`src/rtl/fpq_scan_nch_if.sv`:
```
// Display bus for the FPQ channel scanner.
// Raw channel levels and clear go in; active/channel/pend_any come out.
interface fpq_scan_nch_if #(
  parameter int NCH = 16,
  parameter int CW  = 4
);
  logic [NCH-1:0] ch_in;
  logic           clr;
  logic [1:0]     active;
  logic [CW-1:0]  channel;
  logic           pend_any;

  modport master (
    input  ch_in,
    input  clr,
    output active,
    output channel,
    output pend_any
  );

  modport slave (
    output ch_in,
    output clr,
    input  active,
    input  channel,
    input  pend_any
  );
endinterface

```
`src/rtl/fpq_scan_nch.sv`:
```
// Multi-channel debounced event scanner with round-robin display.
// Define FPQ_LOCK_EN for quiz lockout (first event latched until clr).
module fpq_scan_nch #(
  parameter int NCH         = 16,
  parameter int CW          = 4,
  parameter int DEB_CYCLES  = 12000,
  parameter int HOLD_CYCLES = 1200000
) (
  input  logic          clk_12MHz,
  input  logic          rst_n,
  fpq_scan_nch_if.master bus
);

  localparam int DW = $clog2(DEB_CYCLES + 1);
  localparam int HW = $clog2(HOLD_CYCLES + 1);

  typedef enum logic [1:0] {
    IDLE = 2'd0,
    SHOW = 2'd1,
    GAP  = 2'd2
  } state_t;

  logic [NCH-1:0] s1, s2, deb;
  logic [DW-1:0]  cnt [NCH];
  logic [NCH-1:0] flip, rise, fall;

  logic [NCH-1:0] pend_h, pend_l, pend;
  logic [NCH-1:0] clr_h, clr_l, set_en;
  logic [CW-1:0]  ptr, ptr_n;
  logic [CW-1:0]  gidx;
  logic           found;

  state_t         state, state_n;
  logic [HW-1:0]  hold, hold_n;
  logic [1:0]     act, act_n;
  logic [CW-1:0]  chn, chn_n;
  logic           pany;

  // Input path: synchroniser + per-channel debounce
  always_comb begin
    for (int i = 0; i < NCH; i++) begin
      flip[i] = (s2[i] != deb[i]) &&
                (cnt[i] == DW'(DEB_CYCLES - 1));
    end
    rise = flip & ~deb;
    fall = flip & deb;
  end

  always_ff @(posedge clk_12MHz or negedge rst_n) begin
    if (!rst_n) begin
      s1  <= '0;
      s2  <= '0;
      deb <= '0;
      for (int i = 0; i < NCH; i++) cnt[i] <= '0;
    end else begin
      s1 <= bus.ch_in;
      s2 <= s1;
      for (int i = 0; i < NCH; i++) begin
        if (s2[i] == deb[i]) begin
          cnt[i] <= '0;
        end else if (flip[i]) begin
          cnt[i] <= '0;
          deb[i] <= ~deb[i];
        end else begin
          cnt[i] <= cnt[i] + 1'b1;
        end
      end
    end
  end

  // Round-robin pick: lowest offset from ptr wins
  assign pend = pend_h | pend_l;

  always_comb begin
    int j;
    found = 1'b0;
    gidx  = '0;
    for (int k = NCH - 1; k >= 0; k--) begin
      j = int'(ptr) + k;
      if (j >= NCH) j = j - NCH;
      if (pend[j]) begin
        found = 1'b1;
        gidx  = CW'(j);
      end
    end
  end

  always_ff @(posedge clk_12MHz or negedge rst_n) begin
    if (!rst_n) state <= IDLE;
    else        state <= state_n;
  end

  always_comb begin
    state_n = state;
    unique case (state)
      IDLE: if (found) state_n = SHOW;
`ifdef FPQ_LOCK_EN
      SHOW: state_n = SHOW;
`else
      SHOW: if (hold == HW'(HOLD_CYCLES - 1))
              state_n = GAP;
`endif
      GAP:  state_n = found ? SHOW : IDLE;
      default: state_n = IDLE;
    endcase
    if (bus.clr) state_n = IDLE;
  end

  always_comb begin
    act_n  = act;
    chn_n  = chn;
    hold_n = hold;
    ptr_n  = ptr;
    clr_h  = '0;
    clr_l  = '0;
    unique case (state)
      IDLE, GAP: begin
        act_n = 2'b00;
        chn_n = '0;
        if (found) begin
          act_n  = pend_h[gidx] ? 2'b01 : 2'b10;
          chn_n  = gidx;
          hold_n = '0;
          ptr_n  = (int'(gidx) == NCH - 1) ?
                   '0 : gidx + 1'b1;
`ifdef FPQ_LOCK_EN
          clr_h = '1;
          clr_l = '1;
`else
          clr_h[gidx] = pend_h[gidx];
          clr_l[gidx] = ~pend_h[gidx];
`endif
        end
      end
      SHOW: begin
`ifndef FPQ_LOCK_EN
        if (hold == HW'(HOLD_CYCLES - 1)) begin
          act_n = 2'b00;
          chn_n = '0;
        end else begin
          hold_n = hold + 1'b1;
        end
`endif
      end
      default: begin
        act_n = 2'b00;
        chn_n = '0;
      end
    endcase
    if (bus.clr) begin
      act_n = 2'b00;
      chn_n = '0;
    end
  end

`ifdef FPQ_LOCK_EN
  // Once anything is granted, new flips are dropped until clr
  assign set_en = (state == IDLE && !found) ?
                  '1 : '0;
`else
  assign set_en = '1;
`endif

  always_ff @(posedge clk_12MHz or negedge rst_n) begin
    if (!rst_n) begin
      act    <= 2'b00;
      chn    <= '0;
      hold   <= '0;
      ptr    <= '0;
      pend_h <= '0;
      pend_l <= '0;
      pany   <= 1'b0;
    end else begin
      act  <= act_n;
      chn  <= chn_n;
      hold <= hold_n;
      ptr  <= ptr_n;
      if (bus.clr) begin
        pend_h <= '0;
        pend_l <= '0;
        pany   <= 1'b0;
      end else begin
        pend_h <= (pend_h & ~clr_h) | (rise & set_en);
        pend_l <= (pend_l & ~clr_l) | (fall & set_en);
`ifdef FPQ_LOCK_EN
        pany <= 1'b0;
`else
        pany <= |pend;
`endif
      end
    end
  end

  assign bus.active   = act;
  assign bus.channel  = chn;
  assign bus.pend_any = pany;

endmodule

```
`src/flat_wrapper.sv`:
```
// flat-port wrapper written by rule: the top's interface ports become plain ports
module fpq_scan_nch_flat 
#(
  parameter int NCH         = 16,
  parameter int CW          = 4,
  parameter int DEB_CYCLES  = 12000,
  parameter int HOLD_CYCLES = 1200000
)
  (clk_12MHz, rst_n, bus_ch_in, bus_clr, bus_active, bus_channel, bus_pend_any);
  fpq_scan_nch_if #(.NCH(NCH), .CW(CW)) bus_i ();
  input  logic clk_12MHz;
  input  logic rst_n;
  input wire logic [$bits(bus_i.ch_in)-1:0] bus_ch_in;
  input wire logic [$bits(bus_i.clr)-1:0] bus_clr;
  output wire logic [$bits(bus_i.active)-1:0] bus_active;
  output wire logic [$bits(bus_i.channel)-1:0] bus_channel;
  output wire logic [$bits(bus_i.pend_any)-1:0] bus_pend_any;
  assign bus_i.ch_in = bus_ch_in;
  assign bus_i.clr = bus_clr;
  assign bus_active = bus_i.active;
  assign bus_channel = bus_i.channel;
  assign bus_pend_any = bus_i.pend_any;
  fpq_scan_nch #(.NCH(NCH), .CW(CW), .DEB_CYCLES(DEB_CYCLES), .HOLD_CYCLES(HOLD_CYCLES)) u_core (.clk_12MHz(clk_12MHz), .rst_n(rst_n), .bus(bus_i));
endmodule
```
`config.mk`:
```
export PLATFORM = sky130hd
export DESIGN_NAME = fpq_scan_nch_flat
export DESIGN_NICKNAME = d
export VERILOG_FILES = /design/src/rtl/fpq_scan_nch_if.sv /design/src/rtl/fpq_scan_nch.sv /design/src/flat_wrapper.sv
export SDC_FILE = /design/constraint.sdc
export NUM_CORES = 1
export LEC_CHECK = 0
export ABC_AREA = 1
export CORE_MARGIN = 8
export CORE_UTILIZATION = 33
export CTS_CLUSTER_DIAMETER = 100
export DETAILED_ROUTE_END_ITERATION = 7
export GPL_ROUTABILITY_DRIVEN = 0
export GPL_TIMING_DRIVEN = 0
export PLACE_DENSITY = 0.53
export SLEW_MARGIN = 40
export SYNTH_ARGS = -nofsm -noshare
export SYNTH_HDL_FRONTEND = slang
export SYNTH_SLANG_ARGS = --single-unit
```
`constraint.sdc`:
```
create_clock -name clk_12MHz -period 6.76 [get_ports clk_12MHz]
set_input_delay 1.69 -clock clk_12MHz [delete_from_list [all_inputs] [get_ports clk_12MHz]]
set_output_delay 1.69 -clock clk_12MHz [all_outputs]
set_load 0.02 [all_outputs]
```
**Word-level counts from Yosys, hierarchy flattened**

Cells that the tools add are included.

- $add $sub $neg: 49
- Multipliers: 0
- Divide/modulo/power cells: 0
- Order comparisons: 34
- Eq/ne operators: 56
- Shifts and indexed selects: 0
- Muxes and demuxes: 157
- Bitwise gates (word level): 45
- Reduce and logical (&&, ||, !) cells: 40

Operators with widths:

| operator | count |
|---|---|
| $lt A32 B6 Y1 const B | 16 |
| $mux W32 | 16 |
| $ge A32 B6 Y1 const B | 15 |
| $sub A32 B6 Y32 const B | 15 |
| $mux W14 | 32 |
| $add A14 B1 Y14 const B | 16 |
| $eq A14 B14 Y1 const B | 16 |
| $and A16 B16 Y16 | 6 |
| $mux W16 | 6 |
| $mux W4 | 20 |
| $bmux W1 S4 | 17 |
| $mux W1 | 52 |
| $not A16 Y16 | 3 |
| $or A16 B16 Y16 | 3 |
| $mux W21 | 2 |
| $pmux W21 S2 | 1 |
| $add A4 B4 Y5 const B | 8 |
| $reduce_and A2 Y1 | 18 |
| $not A1 Y1 | 33 |
| $add A21 B1 Y21 const B | 1 |
| $eq A21 B21 Y1 const B | 1 |
| $add A4 B3 Y5 const B | 4 |
| $logic_and A1 B1 Y1 | 17 |
| $eq A1 B1 Y1 | 16 |
| other kinds (24) | 47 |

- Bits in registers: 338
- Bits in latches: 0
- RAM bits: 0
- ROM bits: 0
- Input bits: 19
- Output and inout bits: 7
- Word-level logic and storage cells: 423
- Memories: 0

**Depth between registers and ports, before layout**

Gate-level depths: netlist of the first run.

- Depth after elaboration: 33
- Depth in mapped cells: 37
- Gate-level depth less buffers: 34

**Least setup slack after synthesis of the first run**

No wires, ideal clock.

- Path kind: flip-flop to flip-flop
- Start: register u_core.ptr[1]
- End: register u_core.pend_h[11]
- Library setup time: 0.136 ns
- Arrival time: 3.535 ns
- Data required time: 6.624 ns
- Path slack: 3.088 ns
- Cell stages (with the launch flop): 35
- Buffers on the path: 4
- Clock period less this slack: 3.672 ns
- Cell sequence: dfrtp_1 > inv_1 > buf_2 > ha_1 > inv_1 > buf_2 > nand3_1 > nand2_1 > nor2_1 > a31oi_1 > nand2_1 > nand2_1 > inv_1 > nand2_1 > nand2_1 > nand2_1 > nand3_1 > nand2_1 > nand2_1 > nand2_1 > nand2_1 > nand2_1 > nand2_2 > nand2_4 > nand2_4 > buf_6 > nand2_1 > nand3_1 > nand3_1 > nand2_2 > nor2_4 > buf_6 > nand3_1 > nand2_1 > a21oi_1

- Cells in the longest elaborated chain, start to end: 33
- Elaborated cells between the ends (all ways): 157
- Those cells by class: 31 x add/sub; 18 x order compare; 103 x mux; 4 x bitwise; 1 x reduce/logical

Ends and longest elaborated chain:

| element | line | source |
|---|---|---|
| start, declared | fpq_scan_nch.sv:29 | `logic [CW-1:0] ptr, ptr_n;` |
| start signal, assigned | fpq_scan_nch.sv:177 | `ptr <= ptr_n;` |
| $add A4 B4 Y5 | fpq_scan_nch.sv:79 | `j = int'(ptr) + k;` |
| $sub A32 B6 Y32 / $ge A32 B6 Y1 (equally long branches) | fpq_scan_nch.sv:80 | `if (j >= NCH) j = j - NCH;` |
| $mux W32 | fpq_scan_nch.sv:80 |  |
| $bmux W1 S4 | fpq_scan_nch.sv:81 | `if (pend[j]) begin` |
| $mux W1 (implied by the code) (2 in a row) | fpq_scan_nch.sv:81 |  |
| $mux W4 (16 in a row) | fpq_scan_nch.sv:81 |  |
| $lt A4 B5 Y1 (implied by the code) / $ge A4 B1 Y1 (equally long branches) | fpq_scan_nch.sv:130 | `clr_h[gidx] = pend_h[gidx];` |
| $logic_and A1 B1 Y1 (implied by the code) | fpq_scan_nch.sv:130 |  |
| $mux W1 (implied by the code) | fpq_scan_nch.sv:130 |  |
| $demux W1 S4 | n/a |  |
| $and A16 B16 Y16 (no source line) | n/a |  |
| $mux W16 (*) | fpq_scan_nch.sv:120 | `if (found) begin` |
| $mux W16 (*) | fpq_scan_nch.sv:116 | `unique case (state)` |
| $not A16 Y16 (*) | fpq_scan_nch.sv:183 | `pend_h <= (pend_h & ~clr_h) \| (rise & set_en);` |
| $and A16 B16 Y16 (*) | fpq_scan_nch.sv:183 |  |
| $or A16 B16 Y16 (*) | fpq_scan_nch.sv:183 |  |
| $mux W16 (*) | fpq_scan_nch.sv:178 | `if (bus.clr) begin` |
| end signal, assigned | fpq_scan_nch.sv:183 |  |
| end, declared | fpq_scan_nch.sv:27 | `logic [NCH-1:0] pend_h, pend_l, pend;` |

Mark *: on every way between the ends. The rest lies on a longest branch, timed or not. The select of a mux whose other input is x is not followed.
A chain may end at the register's enable or synchronous reset.

**Worst setup path in the final report of the first run**

- Start: register u_core.ptr[1]
- End: register u_core.pend_h[13]

Same word-level chain as after synthesis.

==> flow_metrics.py, run 1 <==
metrics = {
    "synthesis": {
        "synth_edf_count": 0,
        "synth_seq_cells": 338,
        "synth.distinct_cells": 42,
        "synth_area_um2": 17750,
        "seq_area_frac_synth_pct": 47.65,
        "synth_fp_nets": 2354,
        "async_reset_ff_share_pct": 100.0,
        "yosys_most_used_dff": "dfrtp_1",
        "synthCells": 2309,
        "syn-mean-instance-area_um2": 7.687,
        "yosysWarnings": 0,
    },
    "power_and_ir_drop": {
        "p_leak_nw": 9.531,
        "totalPowerFinal_mw": 7.777,
        "p_per_area_nw_per_um2": 382.0,
        "peakVddDrop_mv": 0.7046,
    },
    "placement": {
        "dp_hpwl_um": 29120,
        "place_area_um2": 19010,
        "pre_cts_ws_ns": 2.093,
        "dp.cells": 3035,
        "io_buffers": 25,
    },
    "floorplan": {
        "dieArea_um2": 61460,
        "core_um2": 53500,
        "die_y_um": 247.9,
        "num_rows": 85,
        "chipWidth_um": 247.9,
        "io_pins": 26,
        "initial_utilization_pct": 33.18,
    },
    "critical_path": {
        "required_ns": 7.17,
        "endpoint_kind": "register",
        "crit_top_cell": "nand2_1",
        "crit_path_top_delay_cell": "a21oi_2",
        "worst-setup-path-type": "register to register",
        "critPathMaxStageDelay_ns": 0.47,
        "startpoint_type": "register",
        "cp.arrival_ns": 5.16,
        "crit_fanout": 13,
    },
    "sta": {
        "final-setup-viol-count": 0,
        "finalHoldViolCount": 0,
        "max_clock_freq_mhz": 210.3,
        "final.setup.worst_slack_ns": 2.006,
        "fin_crit_ns": 4.754,
        "relSlewSlack_pct": 52.53,
        "rsz0062_at_grt": "no",
        "slew_viol_final": 0,
        "period_share_pct": 70.33,
        "worst_pin_slew_ns": 0.7094,
        "fin_worst_skew_ns": 0.01541,
    },
    "detailed_routing": {
        "vias_per_cell": 4.760,
        "num_vias": 14780,
        "drc": 0,
        "wl_per_cell_um": 12.91,
        "wirelength_um": 40080,
        "detail-route-antenna-nets": 0,
        "firstDrtPassIters": 5,
        "first_iter_violations": 1034,
    },
    "clock_tree": {
        "cts_tree": "yes",
        "cts_hold_buf": 0,
        "clockBufferDepth": 3,
        "htreeDepth": 2,
        "cts-root-buf": "clkbuf_16",
        "clk_pin_slew_ns": 0.06,
        "cts_buffers": 41,
        "cts_resized": 0,
        "cts_setup_buffers": 0,
        "insertion_delay_ns": 0.57,
        "clock-sinks": 338,
    },
    "cells_and_area": {
        "fill_cells": 5498,
        "multi_input_area_um2": 7566,
        "fin_area_um2": 20360,
        "fin_util_pct": 38.06,
        "num_antenna_cells": 0,
        "seq_area_um2": 8458,
        "fin_nets": 2427,
        "fin_cells": 3105,
        "drive_above_1_share_pct": 6.061,
        "area_delta_synth_final_pct": 14.70,
    },
    "global_route": {
        "track_usage_pct": 13.32,
        "grt_pass1_wl_um": 68880,
        "grt_start_max_net_pins": 72,
        "grt_antenna_before_repair": 0,
        "grt_pass1_vias": 14630,
        "gr-total-overflow": 0,
    },
    "worst_hold_path": {
        "hp-class": "register to register",
    },
    "status": {
        "run_status": "complete, no violations",
    },
    "run": {
        "maxCapViolations": 0,
    },
}
-- state kept, by name (all words and copies together), names as in the netlist --
name,flops
u_core.s2,16
u_core.state,2
u_core.s1,16
u_core.pend_l,16
u_core.deb,16
u_core.bus.active,2
u_core.pend_h,16
u_core.bus.pend_any,1
u_core.hold,21
u_core.cnt,224
u_core.bus.channel,4
u_core.ptr,4
-- cell usage in the layout (no fill, tap or decap), types with 5 or more instances in the layout --
cell,count
buf_2,8
o21ai_0,107
a21oi_2,10
a21oi_1,142
xnor2_1,18
nor4_1,26
a31oi_1,25
ha_1,26
clkbuf_1,15
nand4_1,45
inv_1,415
clkinv_2,5
clkbuf_8,9
a211oi_1,6
clkbuf_16,41
nor3_1,129
inv_2,8
xor2_1,34
nand2_2,5
nand3_1,213
nor3b_1,12
nor2_1,231
clkdlybuf4s50_1,24
nand2_1,440
buf_16,5
dfrtp_1,338
nand3_2,10
or2_2,21
-- path summary, 6_finish.rpt --
kind | startpoint | endpoint | slack (ns) | cells past startpoint
min | u_core.s1[5]$_DFF_PN0_ | u_core.s2[5]$_DFF_PN0_ | 0.35 | 0
min in group asynchronous | rst_n | u_core.cnt[223]$_DFF_PN0_ | 0.99 | 1
min reg2reg | u_core.s1[5]$_DFF_PN0_ | u_core.s2[5]$_DFF_PN0_ | 0.35 | 0
max in group asynchronous | rst_n | u_core.cnt[82]$_DFF_PN0_ | 4.52 | 4
max reg2reg | u_core.ptr[1]$_DFFE_PN0P_ | u_core.pend_h[13]$_DFF_PN0_ | 2.01 | 29
max | u_core.ptr[1]$_DFFE_PN0P_ | u_core.pend_h[13]$_DFF_PN0_ | 2.01 | 29
-- area by class of cell --
| type | instances | area share (%) |
|---|---|---|
| flip-flops and latches | 338 | 41.55 |
| multi-input cells | 1523 | 37.16 |
| inverters | 426 | 7.854 |
| clock buffers | 58 | 5.796 |
| well taps | 696 | 4.278 |
| repair buffers | 30 | 1.930 |
| clock inverters | 12 | 0.8051 |
| plain buffers | 22 | 0.6269 |
-- metal layers --
layer / global-route usage (%) / wire [um]
met1: 17.99 / 19490
met2: 21.45 / 17790
met3: 2.292 / 1816
met4: 4.441 / 984
met5: 0 / 0
-- through the flow --
stage / TNS, ns / hold WS (ns)
finish: 0 / 0.3451
global route: 0 / 0.3555
CTS: 0 / 0.3470
detailed placement: 0 / 0.3347
global placement: -3866.85 / 0.3358
floorplan: 0 / 0.3312
-- power breakdown --
group / switching [mW] / internal [mW] / total, mW / leakage [nW]
logic: 2.39 / 1.08 / 3.47 / 4.27
clock network: 0.865 / 1.33 / 2.19 / 0.660
registers: 0.0416 / 2.08 / 2.12 / 4.60
-- cells by family after synthesis --
family	count (synthesis)	share of synthesized area [%]
and+or+nand+nor	1144	28.92
buffers and inverters	448	9.721
DFF	338	47.65
AOI/OAI and AO/OA	299	9.065
xor gates and xnor gates	54	2.813
adders and majority gates	26	1.833
-- worst max-delay path: cells and delay by family, from the launching register on --
kind	cells	cell delay, ns
AOI/OAI and AO/OA	4	0.89
DFF	1	0.45
buffers and inverters	5	1.12
and+or+nand+nor	19	1.79
adders and majority gates	1	0.33
-- cell usage after synthesis (26+ instances only) --
library cell / instances / share of area, %
nand2_1: 440 / 9.3
inv_1: 415 / 8.8
dfrtp_1: 338 / 48
nor2_1: 231 / 4.9
nand3_1: 213 / 6.0
a21oi_1: 142 / 4.0
nor3_1: 129 / 3.6
o21ai_0: 107 / 3.0
nand4_1: 45 / 1.6
xor2_1: 34 / 1.7
ha_1: 26 / 1.8
nor4_1: 26 / 0.92
No activity file was read; power rests on OpenSTA's default activity.
==> inputs of run 2 (changes only) <==
--- a/config.mk
+++ b/config.mk
@@ -12,7 +12,7 @@
 export DETAILED_ROUTE_END_ITERATION = 7
 export GPL_ROUTABILITY_DRIVEN = 0
 export GPL_TIMING_DRIVEN = 0
-export PLACE_DENSITY = 0.53
+export PLACE_DENSITY = 0.55
 export SLEW_MARGIN = 40
 export SYNTH_ARGS = -nofsm -noshare
 export SYNTH_HDL_FRONTEND = slang
==> constraint.sdc (replaced) <==
create_clock -name clk_12MHz -period 4.19 [get_ports clk_12MHz]
set_input_delay 1.0475 -clock clk_12MHz [delete_from_list [all_inputs] [get_ports clk_12MHz]]
set_output_delay 1.0475 -clock clk_12MHz [all_outputs]
set_load 0.02 [all_outputs]
==> run 2 against run 1 <==
Effect of this change:
- clock power up 67%
- sequential cell count is the same
- first-iteration DRC count fell by 4.4%
- clock skew barely moved
- register-to-register slack got worse by 1.7 ns
- die area is the same
- total power rose by 75%
==> flow_metrics.py, run 2 (synthesized netlist as in run 1, its figures left out) <==
metrics = {
    "sta": {
        "fin_crit_ns": 3.922,
        "period_share_pct": 93.59,
        "slew_viol_final": 0,
        "fin_worst_skew_ns": 0.01588,
        "relSlewSlack_pct": 46.06,
        "max_clock_freq_mhz": 255.0,
        "finalHoldViolCount": 0,
        "worst_pin_slew_ns": 0.8092,
        "holdWs_ns": 0.3450,
        "final.setup.worst_slack_ns": 0.2684,
        "final-setup-viol-count": 0,
    },
    "detailed_routing": {
        "wl_per_cell_um": 12.88,
        "first_iter_violations": 988,
        "vias_per_cell": 4.812,
        "detail-route-antenna-nets": 0,
        "num_vias": 15020,
        "drc": 0,
        "wirelength_um": 40210,
        "firstDrtPassIters": 7,
    },
    "floorplan": {
        "core_um2": 53500,
        "die_y_um": 247.9,
        "io_pins": 26,
        "chipWidth_um": 247.9,
        "dieArea_um2": 61460,
        "num_rows": 85,
        "initial_utilization_pct": 33.18,
    },
    "cells_and_area": {
        "largest_reg_flops": 224,
        "final_cell_mix": "433 x nand2_1, 411 x inv_1, 336 x dfrtp_1",
        "fin_nets": 2441,
        "fill_cells": 5386,
        "num_antenna_cells": 0,
        "seq_area_um2": 8461,
        "area_delta_synth_final_pct": 16.71,
        "multi_input_area_um2": 7690,
        "fin_util_pct": 38.72,
        "fin_area_um2": 20710,
        "top_register": "u_core.cnt",
        "drive_above_1_share_pct": 8.079,
        "reg_top3": "u_core.cnt: 224 flops, u_core.hold: 21 flops",
        "final_common_cell": "nand2_1",
    },
    "power_and_ir_drop": {
        "peakVddDrop_mv": 1.254,
        "p_per_area_nw_per_um2": 658.3,
        "totalPowerFinal_mw": 13.64,
        "p_leak_nw": 9.668,
    },
    "run": {
        "maxCapViolations": 0,
    },
    "global_route": {
        "grt_pass1_vias": 14560,
        "gr-total-overflow": 0,
        "grt_start_max_net_pins": 73,
        "grt_antenna_before_repair": 0,
        "grt_pass1_wl_um": 68470,
        "track_usage_pct": 13.26,
    },
    "clock_tree": {
        "cts-root-buf": "clkbuf_16",
        "clock-sinks": 338,
        "cts_hold_buf": 0,
        "cts_buffers": 40,
        "cts_tree": "yes",
        "clk_pin_slew_ns": 0.06,
        "htreeDepth": 2,
        "clockBufferDepth": 3,
        "insertion_delay_ns": 0.56,
    },
    "critical_path": {
        "crit_top_cell": "nand2_1",
        "crit_fanout": 13,
        "critPathMaxStageDelay_ns": 0.45,
        "crit_path_top_delay_cell": "dfrtp_2",
        "worst-setup-path-type": "register to register",
        "cp.arrival_ns": 4.32,
        "endpoint_kind": "register",
        "startpoint_type": "register",
        "required_ns": 4.59,
    },
    "worst_hold_path": {
        "hp-class": "register to register",
    },
    "placement": {
        "pre_cts_ws_ns": -0.4951,
        "io_buffers": 25,
        "dp_hpwl_um": 28990,
        "place_area_um2": 19010,
    },
    "status": {
        "run_status": "complete, no violations",
    },
}
-- run 2: cell types whose count changed in the layout (fill, tap and decap cells not counted), sizes merged --
cell / delta
inv: -2
bufinv: +1
clkinvlp: +2
clkinv: +7
clkbuf: -6
buf: +15
-- run 2: through the flow --
stage,instances,setup TNS (ns)
after floorplan,2309,0
after CTS,3109,0
after global routing,3122,-0.5260
final,3122,0
after detailed placement,3035,-12.88
after global placement,3030,-4519.98
-- run 2: per-layer routing --
layer / routed length, um / global-route usage, % / vias up
met5: 0 / 0 / -
met4: 1224 / 5.399 / 0
met3: 1708 / 2.173 / 90
met2: 18030 / 21.34 / 276
met1: 19250 / 17.62 / 7006
li1: - / - / 7652
-- run 2: where the power goes --
part / leakage, nW / total [mW] / switching (mW) / internal (mW)
logic: 4.38 / 6.57 / 4.12 / 2.45
registers: 4.60 / 3.42 / 0.0700 / 3.35
clock network: 0.689 / 3.65 / 1.43 / 2.22
-- run 2: area by class of cell --
cell class / instances / share of cell area [%]
repair buffers: 46 / 2.561
flip-flops and latches: 338 / 40.84
inverters: 426 / 7.768
multi-input cells: 1523 / 37.12
well taps: 696 / 4.204
plain buffers: 21 / 0.7671
clock inverters: 20 / 1.093
clock buffers: 52 / 5.641
-- run 2: what timing repair did --
item                                    4_1_cts  5_1_grt
pin swaps                                     1        4
setup buffers                                 2       13
resized for setup                             9       42
gates cloned                                  0        1
endpoints found under the setup margin       37       36
-- run 2: path summary, 6_finish.rpt --
path	startpoint	endpoint	slack [ns]	cells past startpoint
min in group asynchronous	rst_n	u_core.cnt[69]$_DFF_PN0_	0.36	1
max	u_core.ptr[1]$_DFFE_PN0P_	u_core.pend_h[13]$_DFF_PN0_	0.27	34
min	u_core.s1[2]$_DFF_PN0_	u_core.s2[2]$_DFF_PN0_	0.35	0
max in group asynchronous	rst_n	u_core.cnt[30]$_DFF_PN0_	2.56	4
min reg2reg	u_core.s1[2]$_DFF_PN0_	u_core.s2[2]$_DFF_PN0_	0.35	0
max reg2reg	u_core.ptr[1]$_DFFE_PN0P_	u_core.pend_h[13]$_DFF_PN0_	0.27	34
-- run 2: worst max-delay path: cells and delay by family, from the launching register on --
| kind | cells | cell delay (ns) |
|---|---|---|
| simple gates | 24 | 1.88 |
| buf+inv | 7 | 0.86 |
| flops | 1 | 0.45 |
| fa+ha+maj | 1 | 0.30 |
| compound gates | 2 | 0.28 |
==> inputs of run 3 (changes only) <==
--- a/config.mk
+++ b/config.mk
@@ -7,12 +7,12 @@
 export LEC_CHECK = 0
 export ABC_AREA = 1
 export CORE_MARGIN = 8
-export CORE_UTILIZATION = 33
+export CORE_UTILIZATION = 55
 export CTS_CLUSTER_DIAMETER = 100
 export DETAILED_ROUTE_END_ITERATION = 7
 export GPL_ROUTABILITY_DRIVEN = 0
 export GPL_TIMING_DRIVEN = 0
-export PLACE_DENSITY = 0.55
+export PLACE_DENSITY = 0.8
 export SLEW_MARGIN = 40
 export SYNTH_ARGS = -nofsm -noshare
 export SYNTH_HDL_FRONTEND = slang
==> run 3 against run 2 <==
Effect of this change:
- the flow now finishes with violations (DRC)
- global-route usage rose by 7.2 points
- via count rose by 3.0%
- combinational power fell by 2%
- total power fell by 4.3%
- sequential cell count did not move
- largest power group unchanged
- highest routed layer is now met5
==> flow_metrics.py, run 3 (synthesized netlist as in run 1, its figures left out) <==
metrics = {
    "cells_and_area": {
        "area_delta_synth_final_pct": 13.12,
        "seq_area_um2": 8461,
        "drive_above_1_share_pct": 7.231,
        "multi_input_area_um2": 7642,
        "final_cell_mix": "435 x nand2_1, 412 x inv_1, 336 x dfrtp_1",
        "top_register": "u_core.cnt",
        "num_antenna_cells": 0,
        "reg_top3": "u_core.cnt: 224 flops, u_core.hold: 21 flops",
        "largest_reg_flops": 224,
        "final_common_cell": "nand2_1",
        "fin_nets": 2438,
        "fin_area_um2": 20080,
        "fill_cells": 2604,
    },
    "sta": {
        "fin_worst_skew_ns": 0.02193,
        "worst_pin_slew_ns": 0.8375,
        "slew_viol_final": 0,
        "period_share_pct": 96.21,
        "finalHoldViolCount": 0,
        "max_clock_freq_mhz": 248.1,
        "final.setup.worst_slack_ns": 0.1588,
        "fin_crit_ns": 4.031,
        "final-setup-viol-count": 0,
        "relSlewSlack_pct": 44.17,
        "setup_tns_ns": 0,
    },
    "detailed_routing": {
        "vias_per_cell": 5.481,
        "detail-route-antenna-nets": 0,
        "num_vias": 15470,
        "drc": 3,
        "wl_per_cell_um": 13.82,
        "wirelength_um": 38990,
        "firstDrtPassIters": 8,
        "first_iter_violations": 1376,
    },
    "power_and_ir_drop": {
        "p_sw_share_pct": 41.91,
        "combPwrFrac_pct": 49.2,
        "switchingPower_mw": 5.471,
        "peakVddDrop_mv": 1.160,
        "seqPwrFrac_pct": 26.2,
        "p_int_mw": 7.582,
        "clockPowerShare_pct": 24.6,
        "p_leak_nw": 9.556,
        "p_per_area_nw_per_um2": 650.1,
    },
    "clock_tree": {
        "clock-sinks": 338,
        "clk_pin_slew_ns": 0.06,
        "insertion_delay_ns": 0.53,
        "cts_hold_buf": 0,
        "htreeDepth": 2,
        "cts-root-buf": "clkbuf_16",
        "cts_tree": "yes",
        "cts_buffers": 36,
        "clockBufferDepth": 3,
    },
    "critical_path": {
        "crit_path_top_delay_cell": "dfrtp_2",
        "startpoint_type": "register",
        "r2r_end": "u_core.pend_h[8]$_DFF_PN0_",
        "endpoint_kind": "register",
        "cp.arrival_ns": 4.41,
        "r2r_setup_slack_ns": 0.16,
        "required_ns": 4.56,
        "rr_startpoint": "u_core.ptr[1]$_DFFE_PN0P_",
        "critPathMaxStageDelay_ns": 0.44,
        "worst-setup-path-type": "register to register",
        "crit_fanout": 13,
        "r2r_cells": 30,
        "crit_top_cell": "nand2_1",
    },
    "floorplan": {
        "dieArea_um2": 38280,
        "core_um2": 31640,
        "io_pins": 26,
        "num_rows": 65,
        "chipWidth_um": 195.6,
        "initial_utilization_pct": 56.10,
        "die_y_um": 195.6,
    },
    "status": {
        "run_status": "finished with violations",
        "violations": "DRC",
    },
    "worst_hold_path": {
        "holdPathStages": 0,
        "min_from": "u_core.s1[8]$_DFF_PN0_",
        "hp-class": "register to register",
        "hold_end": "u_core.s2[8]$_DFF_PN0_",
    },
    "global_route": {
        "track_usage_pct": 20.44,
        "gr-max-usage-layer": "met2",
        "grt_start_max_net_pins": 77,
        "globalRouteMet3Util_pct": 2.940,
        "gr-total-overflow": 0,
        "grt_pass1_vias": 15080,
        "grt_pass1_wl_um": 67600,
        "grt_use_met1_pct": 26.75,
        "grt_antenna_before_repair": 1,
        "use_met2_pct": 34.58,
    },
    "placement": {
        "pre_cts_ws_ns": -0.4117,
        "place_area_um2": 18620,
        "dp_hpwl_um": 27530,
        "io_buffers": 25,
    },
    "run": {
        "maxCapViolations": 0,
    },
}
-- run 3: changes by cell type in the layout (fill, tap and decap cells not counted), sizes merged --
cell,before,now
clkinv,17,13
inv,422,424
buf,35,36
clkinvlp,3,2
clkbuf,60,56
-- run 3: power by group through the flow --
| stage | Clock (mW) | Combinational (mW) | Sequential (mW) |
|---|---|---|---|
| 6_report | 3.21 | 6.43 | 3.42 |
| 5_1_grt | 3.42 | 7.02 | 3.42 |
| 3_5_place_dp | 0 | 5.37 | 3.47 |
| 4_1_cts | 3.28 | 5.59 | 3.41 |
| 3_3_place_gp | 0 | 5.27 | 3.47 |
| 2_1_floorplan | 0 | 4.15 | 3.46 |
-- run 3: what timing repair did --
action | 4_1_cts | 5_1_grt
setup endpoints to repair | 36 | 36
gates resized for setup | 8 | 30
setup buffers | 2 | 14
pin swaps | 1 | 6
gates cloned | 0 | 1
-- run 3: how the worst max path moves through the flow --
stage / startpoint / end / slack [ns] / cells after the start
after detailed placement: u_core.ptr[1]$_DFFE_PN0P_ / u_core.pend_h[10]$_DFF_PN0_ / -0.41 / 29
after floorplan: u_core.ptr[1]$_DFFE_PN0P_ / u_core.pend_h[11]$_DFF_PN0_ / 0.52 / 34
after global placement: rst_n / u_core.cnt[123]$_DFF_PN0_ / -12.38 / 1
final: u_core.ptr[1]$_DFFE_PN0P_ / u_core.pend_h[8]$_DFF_PN0_ / 0.16 / 30
after global routing: u_core.ptr[1]$_DFFE_PN0P_ / u_core.pend_h[13]$_DFF_PN0_ / -0.05 / 34
after CTS: u_core.ptr[1]$_DFFE_PN0P_ / u_core.pend_l[10]$_DFF_PN0_ / 0.02 / 34
-- run 3: through the flow --
step	utilization, %	hold WS, ns	total power [mW]	instances
after CTS	62.76	0.3475	12.28	2807
after floorplan	-	0.3312	7.610	2309
final	63.46	0.3427	13.05	2822
after detailed placement	58.85	0.3347	8.840	2740
after global placement	58.49	0.3331	8.741	2736
after global routing	63.46	0.3551	13.87	2822
-- run 3: worst max-delay path: cells and delay by family (launching register included) --
kind            cells  cell delay (ns)
simple gates       19             1.73
buf+inv             6             0.78
fa+ha+maj           1             0.29
compound gates      4             0.62
flops               1             0.44
-- run 3: layout make-up --
| cell class | instances | area share, % |
|---|---|---|
| Tap cell | 402 | 2.505 |
| Sequential cell | 338 | 42.14 |
| Clock inverter | 17 | 0.9846 |
| Buffer | 22 | 0.8101 |
| Multi-Input combinational cell | 1523 | 38.06 |
| Timing Repair Buffer | 46 | 2.518 |
| Inverter | 426 | 8.014 |
| Clock buffer | 48 | 4.967 |
-- run 3: metal layers --
layer	part of all wire, %	vias up
li1	-	7610
met1	44	7262
met2	47	477
met3	5.9	117
met4	2.9	2
met5	0.033	-
